$ cat config.mk
export PLATFORM = sky130hd
export DESIGN_NAME = seq_bit_serializer
export DESIGN_NICKNAME = d
export VERILOG_FILES = /design/src/rtl/seq_bit_serializer.sv
export SDC_FILE = /design/constraint.sdc
export NUM_CORES = 1
export LEC_CHECK = 0
export ABC_AREA = 1
export CAP_MARGIN = 30
export CORE_AREA = 3 3 46 48
export DETAILED_ROUTE_END_ITERATION = 10
export DIE_AREA = 0 0 49 51
export PLACE_DENSITY = 0.75
export SETUP_SLACK_MARGIN = 0.02
export SLEW_MARGIN = 20
export SYNTH_ARGS = -nofsm -noshare
export SYNTH_HDL_FRONTEND = slang
export SYNTH_SLANG_ARGS = --single-unit
$ cat constraint.sdc
create_clock -name clk -period 1.6 [get_ports clk]
set_input_delay 0.24 -clock clk [delete_from_list [all_inputs] [get_ports clk]]
set_output_delay 0.24 -clock clk [all_outputs]
set_load 0.005 [all_outputs]
$ cat src/rtl/seq_bit_serializer.sv
// seq_bit_serializer
// ------------------
// Parallel-to-serial stage feeding the serial sequence detector. Words are
// accepted over a valid/ready handshake and shifted out one bit per clock on
// data_out, qualified by bit_valid. Back-to-back words form a contiguous
// bitstream (GAP=0), so patterns spanning word boundaries remain visible to
// the detector. GAP idle cycles can optionally be inserted after each word.
//
// Handshake: a word transfers on a rising clk edge where
// load_valid && load_ready. load_data is sampled only at that edge; load_valid
// while load_ready=0 is ignored and nothing is latched.
//
// Parameters:
//   WIDTH      word width in bits (>=2)
//   GAP        idle cycles after each word (0 = contiguous stream)
//   MSB_FIRST  1: bit WIDTH-1 sent first, 0: bit 0 sent first
//
// Ports:
//   clk         rising-edge clock
//   rstn        asynchronous active-low reset
//   load_data   word to serialize
//   load_valid  upstream has a word
//   load_ready  block can accept a word this cycle
//   data_out    serial bit (0 whenever bit_valid=0)
//   bit_valid   data_out carries a valid bit
//   busy        FSM is not IDLE
//   word_done   one-cycle pulse on the last bit of a word
//
// Build option: define SER_PARITY_EN to append one even-parity bit (XOR of
// the latched word) after the data bits; the word then takes WIDTH+1 cycles
// and word_done / early ready move to the parity cycle.

module seq_bit_serializer #(
    parameter int WIDTH     = 8,
    parameter int GAP       = 0,
    parameter int MSB_FIRST = 1
) (
    input  logic             clk,
    input  logic             rstn,
    input  logic [WIDTH-1:0] load_data,
    input  logic             load_valid,
    output logic             load_ready,
    output logic             data_out,
    output logic             bit_valid,
    output logic             busy,
    output logic             word_done
);

`ifdef SER_PARITY_EN
    localparam int NB = WIDTH + 1;
`else
    localparam int NB = WIDTH;
`endif
    localparam int CW = $clog2(NB);
    localparam logic [CW-1:0] CNT_LAST = CW'(NB - 1);
    localparam int GW = (GAP > 1) ? $clog2(GAP) : 1;
    localparam logic [GW-1:0] GAP_LAST = GW'((GAP > 0) ? GAP - 1 : 0);

    typedef enum logic [1:0] {
        ST_IDLE  = 2'd0,
        ST_SHIFT = 2'd1,
        ST_GAP   = 2'd2
    } state_t;

    state_t           state_q, state_d;
    logic [CW-1:0]    cnt_q, cnt_d;
    logic [GW-1:0]    gcnt_q, gcnt_d;
    logic [WIDTH-1:0] shreg_q, shreg_d;
    logic             hs;
    logic             bit_d;
    logic             bit_valid_d;
    logic             data_out_d;
    logic             word_done_d;
    logic             load_ready_d;
    logic             busy_d;
`ifdef SER_PARITY_EN
    logic             par_q, par_d;
`endif

    assign hs = load_valid && load_ready;

    always_comb begin
        state_d = state_q;
        cnt_d   = cnt_q;
        gcnt_d  = gcnt_q;
        shreg_d = shreg_q;
`ifdef SER_PARITY_EN
        par_d   = par_q;
`endif
        case (state_q)
            ST_IDLE: begin
                if (hs) begin
                    state_d = ST_SHIFT;
                    cnt_d   = '0;
                    shreg_d = load_data;
`ifdef SER_PARITY_EN
                    par_d   = ^load_data;
`endif
                end
            end
            ST_SHIFT: begin
                if (cnt_q == CNT_LAST) begin
                    // hs can only be true here when GAP=0 (early ready).
                    if (hs) begin
                        state_d = ST_SHIFT;
                        cnt_d   = '0;
                        shreg_d = load_data;
`ifdef SER_PARITY_EN
                        par_d   = ^load_data;
`endif
                    end else if (GAP > 0) begin
                        state_d = ST_GAP;
                        gcnt_d  = '0;
                    end else begin
                        state_d = ST_IDLE;
                    end
                end else begin
                    cnt_d = cnt_q + CW'(1);
                    if (MSB_FIRST != 0) shreg_d = {shreg_q[WIDTH-2:0], 1'b0};
                    else                shreg_d = {1'b0, shreg_q[WIDTH-1:1]};
                end
            end
            ST_GAP: begin
                if (gcnt_q == GAP_LAST) begin
                    if (hs) begin
                        state_d = ST_SHIFT;
                        cnt_d   = '0;
                        shreg_d = load_data;
`ifdef SER_PARITY_EN
                        par_d   = ^load_data;
`endif
                    end else begin
                        state_d = ST_IDLE;
                    end
                end else begin
                    gcnt_d = gcnt_q + GW'(1);
                end
            end
            default: state_d = ST_IDLE;
        endcase

        // Outputs are registered: compute them from the next-state values so
        // they line up with the state the FSM enters at this edge.
        bit_d = (MSB_FIRST != 0) ? shreg_d[WIDTH-1] : shreg_d[0];
`ifdef SER_PARITY_EN
        if (cnt_d == CW'(WIDTH)) bit_d = par_d;
`endif
        bit_valid_d  = (state_d == ST_SHIFT);
        data_out_d   = bit_valid_d & bit_d;
        word_done_d  = bit_valid_d && (cnt_d == CNT_LAST);
        busy_d       = (state_d != ST_IDLE);
        load_ready_d = (state_d == ST_IDLE)
                     || ((GAP == 0) && word_done_d)
                     || ((GAP > 0) && (state_d == ST_GAP) && (gcnt_d == GAP_LAST));
    end

    always_ff @(posedge clk or negedge rstn) begin
        if (!rstn) begin
            state_q    <= ST_IDLE;
            cnt_q      <= '0;
            gcnt_q     <= '0;
            shreg_q    <= '0;
`ifdef SER_PARITY_EN
            par_q      <= 1'b0;
`endif
            data_out   <= 1'b0;
            bit_valid  <= 1'b0;
            busy       <= 1'b0;
            word_done  <= 1'b0;
            load_ready <= 1'b1;
        end else begin
            state_q    <= state_d;
            cnt_q      <= cnt_d;
            gcnt_q     <= gcnt_d;
            shreg_q    <= shreg_d;
`ifdef SER_PARITY_EN
            par_q      <= par_d;
`endif
            data_out   <= data_out_d;
            bit_valid  <= bit_valid_d;
            busy       <= busy_d;
            word_done  <= word_done_d;
            load_ready <= load_ready_d;
        end
    end

endmodule

Word level (Yosys, flattened, before mapping)
Index checks and enable logic that the tools add are counted.
- register bits: 19
- word-level logic and storage cells: 41
- bits of input ports: 11
- output and inout port bits: 5
- muxes and demuxes: 14
- equality and inequality tests: 6
- reductions and logical operators: 8
- $add $sub $neg: 2
- bitwise gates (word level): 1
- operators by type and width (kind ; number):
    $mux W8 ; 3
    $pmux W8 S3 ; 1
    $mux W3 ; 3
    $pmux W3 S3 ; 1
    $eq A3 B3 Y1 const B ; 2
    $mux W2 ; 3
    $pmux W2 S3 ; 1
    $eq A2 B1 Y1 const B ; 2
    $logic_not A2 Y1 ; 2
    $add A3 B1 Y3 const B ; 1
    $reduce_bool A3 Y1 ; 1
    $eq A2 B2 Y1 const B ; 1
    $logic_and A1 B1 Y1 ; 2
    $mux W1 ; 2
    $ne A2 B2 Y1 const B ; 1
    $reduce_and A2 Y1 ; 1
    $reduce_bool A2 Y1 ; 1
    $add A1 B1 Y1 const B ; 1
    $and A1 B1 Y1 ; 1
    $logic_or A1 B1 Y1 ; 1

Depth between registers and ports, before layout
Gate-level depths: netlist (run 1).
- depth after elaboration: 7
- depth in mapped cells: 9
- gate-level depth less buffers: 9

Worst setup path before layout (run 1)
No wires, ideal clock.
- kind: register to register
- start: register cnt_q[0]
- end: register shreg_q[6]
- data required time: 1.526 ns
- stages on the path, launching flop included: 8
- path buffers: 1
- path slack: 0.248 ns
- arrival: 1.277 ns
- setup time: 0.074 ns
- period minus slack after synthesis: 1.352 ns
- path through: dfrtp_1 > ha_1 > ha_1 > inv_1 > nand3_2 > buf_2 > o21a_1 > o21ai_2
- cells in the longest elaborated chain, start to end: 3
- ends and longest elaborated chain (item ; line ; RTL):
    from (decl) ; 66 ; logic [CW-1:0] cnt_q, cnt_d;
    from (signal assigned) ; 173 ; cnt_q <= cnt_d;
    $eq A3 B3 Y1 ; 102 ; if (cnt_q == CNT_LAST) begin
    $mux W8 ; 102 ;
    $pmux W8 S3 ; 90 ; case (state_q)
    to (signal assigned) ; 175 ; shreg_q <= shreg_d;
    to (decl) ; 68 ; logic [WIDTH-1:0] shreg_q, shreg_d;
Every way passes these cells.
A chain may end at the register's enable or synchronous reset.

Worst setup path after layout (run 1)
- start: register cnt_q[0]
- end: register shreg_q[1]
The elaborated chain is that of the path after synthesis.

==> results of run 1 <==
timing repair:
action | CTS | global route
resized for setup | 0 | 3
endpoints found under the hold margin | 0 | 0
pin swaps | 0 | 1
endpoints found under the setup margin | 1 | 8
setup buffers | 1 | 0
through the flow:
step                TNS [ns]  power, W  std cells
global route        -0.04561  0.001637        153
finish                     0  0.001499        153
CTS                        0  0.001510        153
floorplan                  0  0.001050        108
detailed placement         0  0.001222        148
global placement           0  0.001212        148
path summary, 6_finish.rpt:
kind | to | depth (start not counted) | start
min in group clk | shreg_q[0] | 3 | load_data[0]
max in group asynchronous | load_ready | 2 | rstn
worst max-delay path | shreg_q[1] | 8 | cnt_q[0]
worst min-delay path | shreg_q[4] | 2 | rstn
worst max register to register | shreg_q[1] | 8 | cnt_q[0]
worst min register to register | shreg_q[1] | 2 | shreg_q[1]
flip-flops by register name (all words and copies together) (netlist names):
register and flops:
shreg_q 8, cnt_q 3, state_q 2, bit_valid 1, busy 1, data_out 1, load_ready 1, word_done 1
cell usage in the layout (no fill, tap or decap):
cell type	count
nor2_1	8
dlymetal6s2s_1	1
clkbuf_4	3
ha_1	2
nor2_2	1
nand2_4	1
clkdlybuf4s50_1	14
nand3_2	1
dfrtp_1	17
nand3_4	1
clkbuf_8	1
nand3_1	8
o22ai_1	1
o21ai_2	1
inv_4	1
dfstp_2	1
buf_4	2
nand2_1	29
inv_1	22
o211ai_1	5
nand2_2	3
o21ai_0	2
o21a_1	1
o21ai_1	1
conb_1	1
worst register-to-register path, stage by stage (launching register included):
cell and delay, ns:
dfrtp_1 0.39, ha_1 0.20, ha_1 0.19, inv_1 0.11, nand2_1 0.12, nand2_1 0.11, inv_1 0.10, nand3_1 0.10
o211ai_1 0.08
layout make-up:
type	count	area, um^2	area share
sequential	18	451.7	0.4025
multi-input combinational	66	346.6	0.3088
timing repair buffer	17	167.7	0.1494
inverter	23	88.84	0.07915
clock buffer	4	36.28	0.03233
tap	25	31.28	0.02787
routing by layer:
| metal | GRT usage | vias to the layer above | part of all wire |
|---|---|---|---|
| met4 | 0.06635 | 0 | 0.014 |
| met2 | 0.2330 | 12 | 0.46 |
| met3 | 0.06414 | 4 | 0.050 |
| met1 | 0.1720 | 308 | 0.48 |
| met5 | 0 | - | 0 |
| li1 | - | 372 | - |
power by group through the flow:
stage	registers, W	logic (W)	clock network (W)
3_5_place_dp	0.000711	0.000511	0
6_report	0.000701	0.000523	0.000275
5_1_grt	0.000716	0.000612	0.000309
4_1_cts	0.000698	0.000527	0.000285
3_3_place_gp	0.000705	0.000507	0
2_1_floorplan	0.000695	0.000355	0
logic make-up (layout without fill, tap and decap cells):
family | count (synthesis) | after routing | share of synthesized area
AOI/OAI and AO/OA | 11 | 11 | 0.08536
DFF | 18 | 18 | 0.5135
and+or+nand+nor | 52 | 52 | 0.2617
other | 1 | 1 | 0.004263
buffers and inverters | 24 | 44 | 0.1067
adders and majority gates | 2 | 2 | 0.02844
==> metrics.md, run 1 <==
| Metric | Value |
|---|---|
| Final Hold Vio Count | 0 |
| Post-synth EDFFs | 0 |
| Seq pwr share | 0.468 |
| R2r setup slk | 0.09 ns |
| Ports | 16 |
| Die width | 49 um |
| Final min period | 1.515 ns |
| Place WS | 0.06936 ns |
| Buf+Inv Stages, Crit Path | 2 |
| LEAKAGE | 0.5963 nW |
| Worst Path Required | 1.78 ns |
| Remaining DRCs | 0 |
| Core Rows | 15 |
| Sequential area share after synthesis | 0.5135 |
| Dpl hpwl | 1.179 mm |
| Int Pwr | 0.0009843 W |
| Final core occ | 0.6430 |
| RSZ-0062 raised after global routing | true |
| Layout area overhead | 27.60% |
| Iteration-0 DRC Markers | 16 |
| Gate power share | 0.349 |
| Post-Syn Nets | 121 |
| Max Clock Freq | 0.6602 GHz |
| Share of cells above drive strength 1 | 0.1250 |
| Hold WC Path Type | input pin to async pin |
| Peak VDD IR | 0.6847 mV |
| Pwr/cell area | 1336 mW/mm^2 |
| Post-synthesis cell count | 108 |
| Yosys top cell area share | 0.4836 |
| WL/cell | 10.09 um |
| Critical path, cell by cell | ha_1 -> ha_1 -> inv_1 -> nand2_1 -> nand2_1 -> inv_1 -> nand3_1 -> o211ai_1 |
| Area leader, netlist | dfrtp_1 |
| Seq cells post-synth | 18 |
| CTS Buffer Depth | 2 |
| Worst-path fanout max | 6 |
| Non-Filler Cell Area, Final | 0.001122 mm^2 |
| Final Cycle Share | 0.9467 |
| Hold WS | 0.2566 ns |
| Core ar. | 0.001745 mm^2 |
| Initial antenna violation count | 0 |
| H-tree depth | 1 |
| Most numerous cell in the Yosys netlist | nand2_1 |
| Remaining antenna violation count | 0 |
| Sw Pwr | 0.0005152 W |
| Clock Skews | 0.003138 ns |
| # clock sinks | 18 |
| Synth warnings | 0 |
| Vias in the first global route | 635 |
| Worst skew pair latency | 0.29 ns |
| Clock tree from TritonCTS | built |
| First-pass GRT wire length | 2.739 mm |
| Startpoint Class | flop |
| Max Transition Viols Final | 0 |
| Die Ht | 51 um |
| Setup violations, final | 0 |
| Nets | 142 |
| FILL cells | 144 |
| Inserted Clock Buffers | 3 |
| Setup CP Type | flop to flop |
| Commonest cells in the netlist | nand2_1 (29), inv_1 (22), dfrtp_1 (17) |
| CP peak stage delay | 0.39 ns |
| Post-synth ARST share | 1.000 |
| Ys flop type | dfrtp_1 |
| Worst-path clk slew | 0.10 ns |
| Global route overflow | 0 |
| Antenna diode count | 0 |
| Data arrival, critical path | 1.69 ns |
| Dpl cell area | 0.001064 mm^2 |
| Worst path top cell family by delay | flip-flops |
| Worst setup EP type | flop |
| Synth unique cells | 20 |
| Clock power share | 0.183 |
| Die area | 0.002499 mm^2 |
| Largest net degree at the start of global routing | 19 |
| Total Routing Usage GR | 0.1469 |
| Max_cap viols | 0 |
| Clk root buf | clkbuf_4 |
| Switch share | 0.3436 |
| Status | completed |
| Via/cell ratio | 4.549 |
| Synthesized area per cell | 8.144 um^2 |
| Placer Congestion | 0.7614 |
| Hold Buf Count CTS | 0 |
| Starting Density | 0.5039 |
| Pre-antenna DRT Iters | 4 |
| Slowest stage cell, crit path | dfrtp_1 |
| Vias | 696 |
| Final WL | 1.544 mm |
| Post-Syn Area | 879.6 um^2 |
| Final WS setup | 0.08528 ns |
| Top cells by area, synth | dfrtp_1 (48%), nand2_1 (12%), inv_1 (9.4%), nand3_1 (5.1%), o211ai_1 (4.3%) |
| Number of buffers added on ports | 15 |
Power figures use the tool's default switching activity.
==> run 2, diff against run 1 <==
--- a/config.mk
+++ b/config.mk
@@ -6,10 +6,10 @@
 export NUM_CORES = 1
 export LEC_CHECK = 0
 export ABC_AREA = 1
-export CAP_MARGIN = 30
 export CORE_AREA = 3 3 46 48
 export DETAILED_ROUTE_END_ITERATION = 10
 export DIE_AREA = 0 0 49 51
+export GPL_ROUTABILITY_DRIVEN = 0
 export PLACE_DENSITY = 0.75
 export SETUP_SLACK_MARGIN = 0.02
 export SLEW_MARGIN = 20
==> results of run 2 <==
Same layout as run 1: the final DEF is identical, and so are final timing and power.
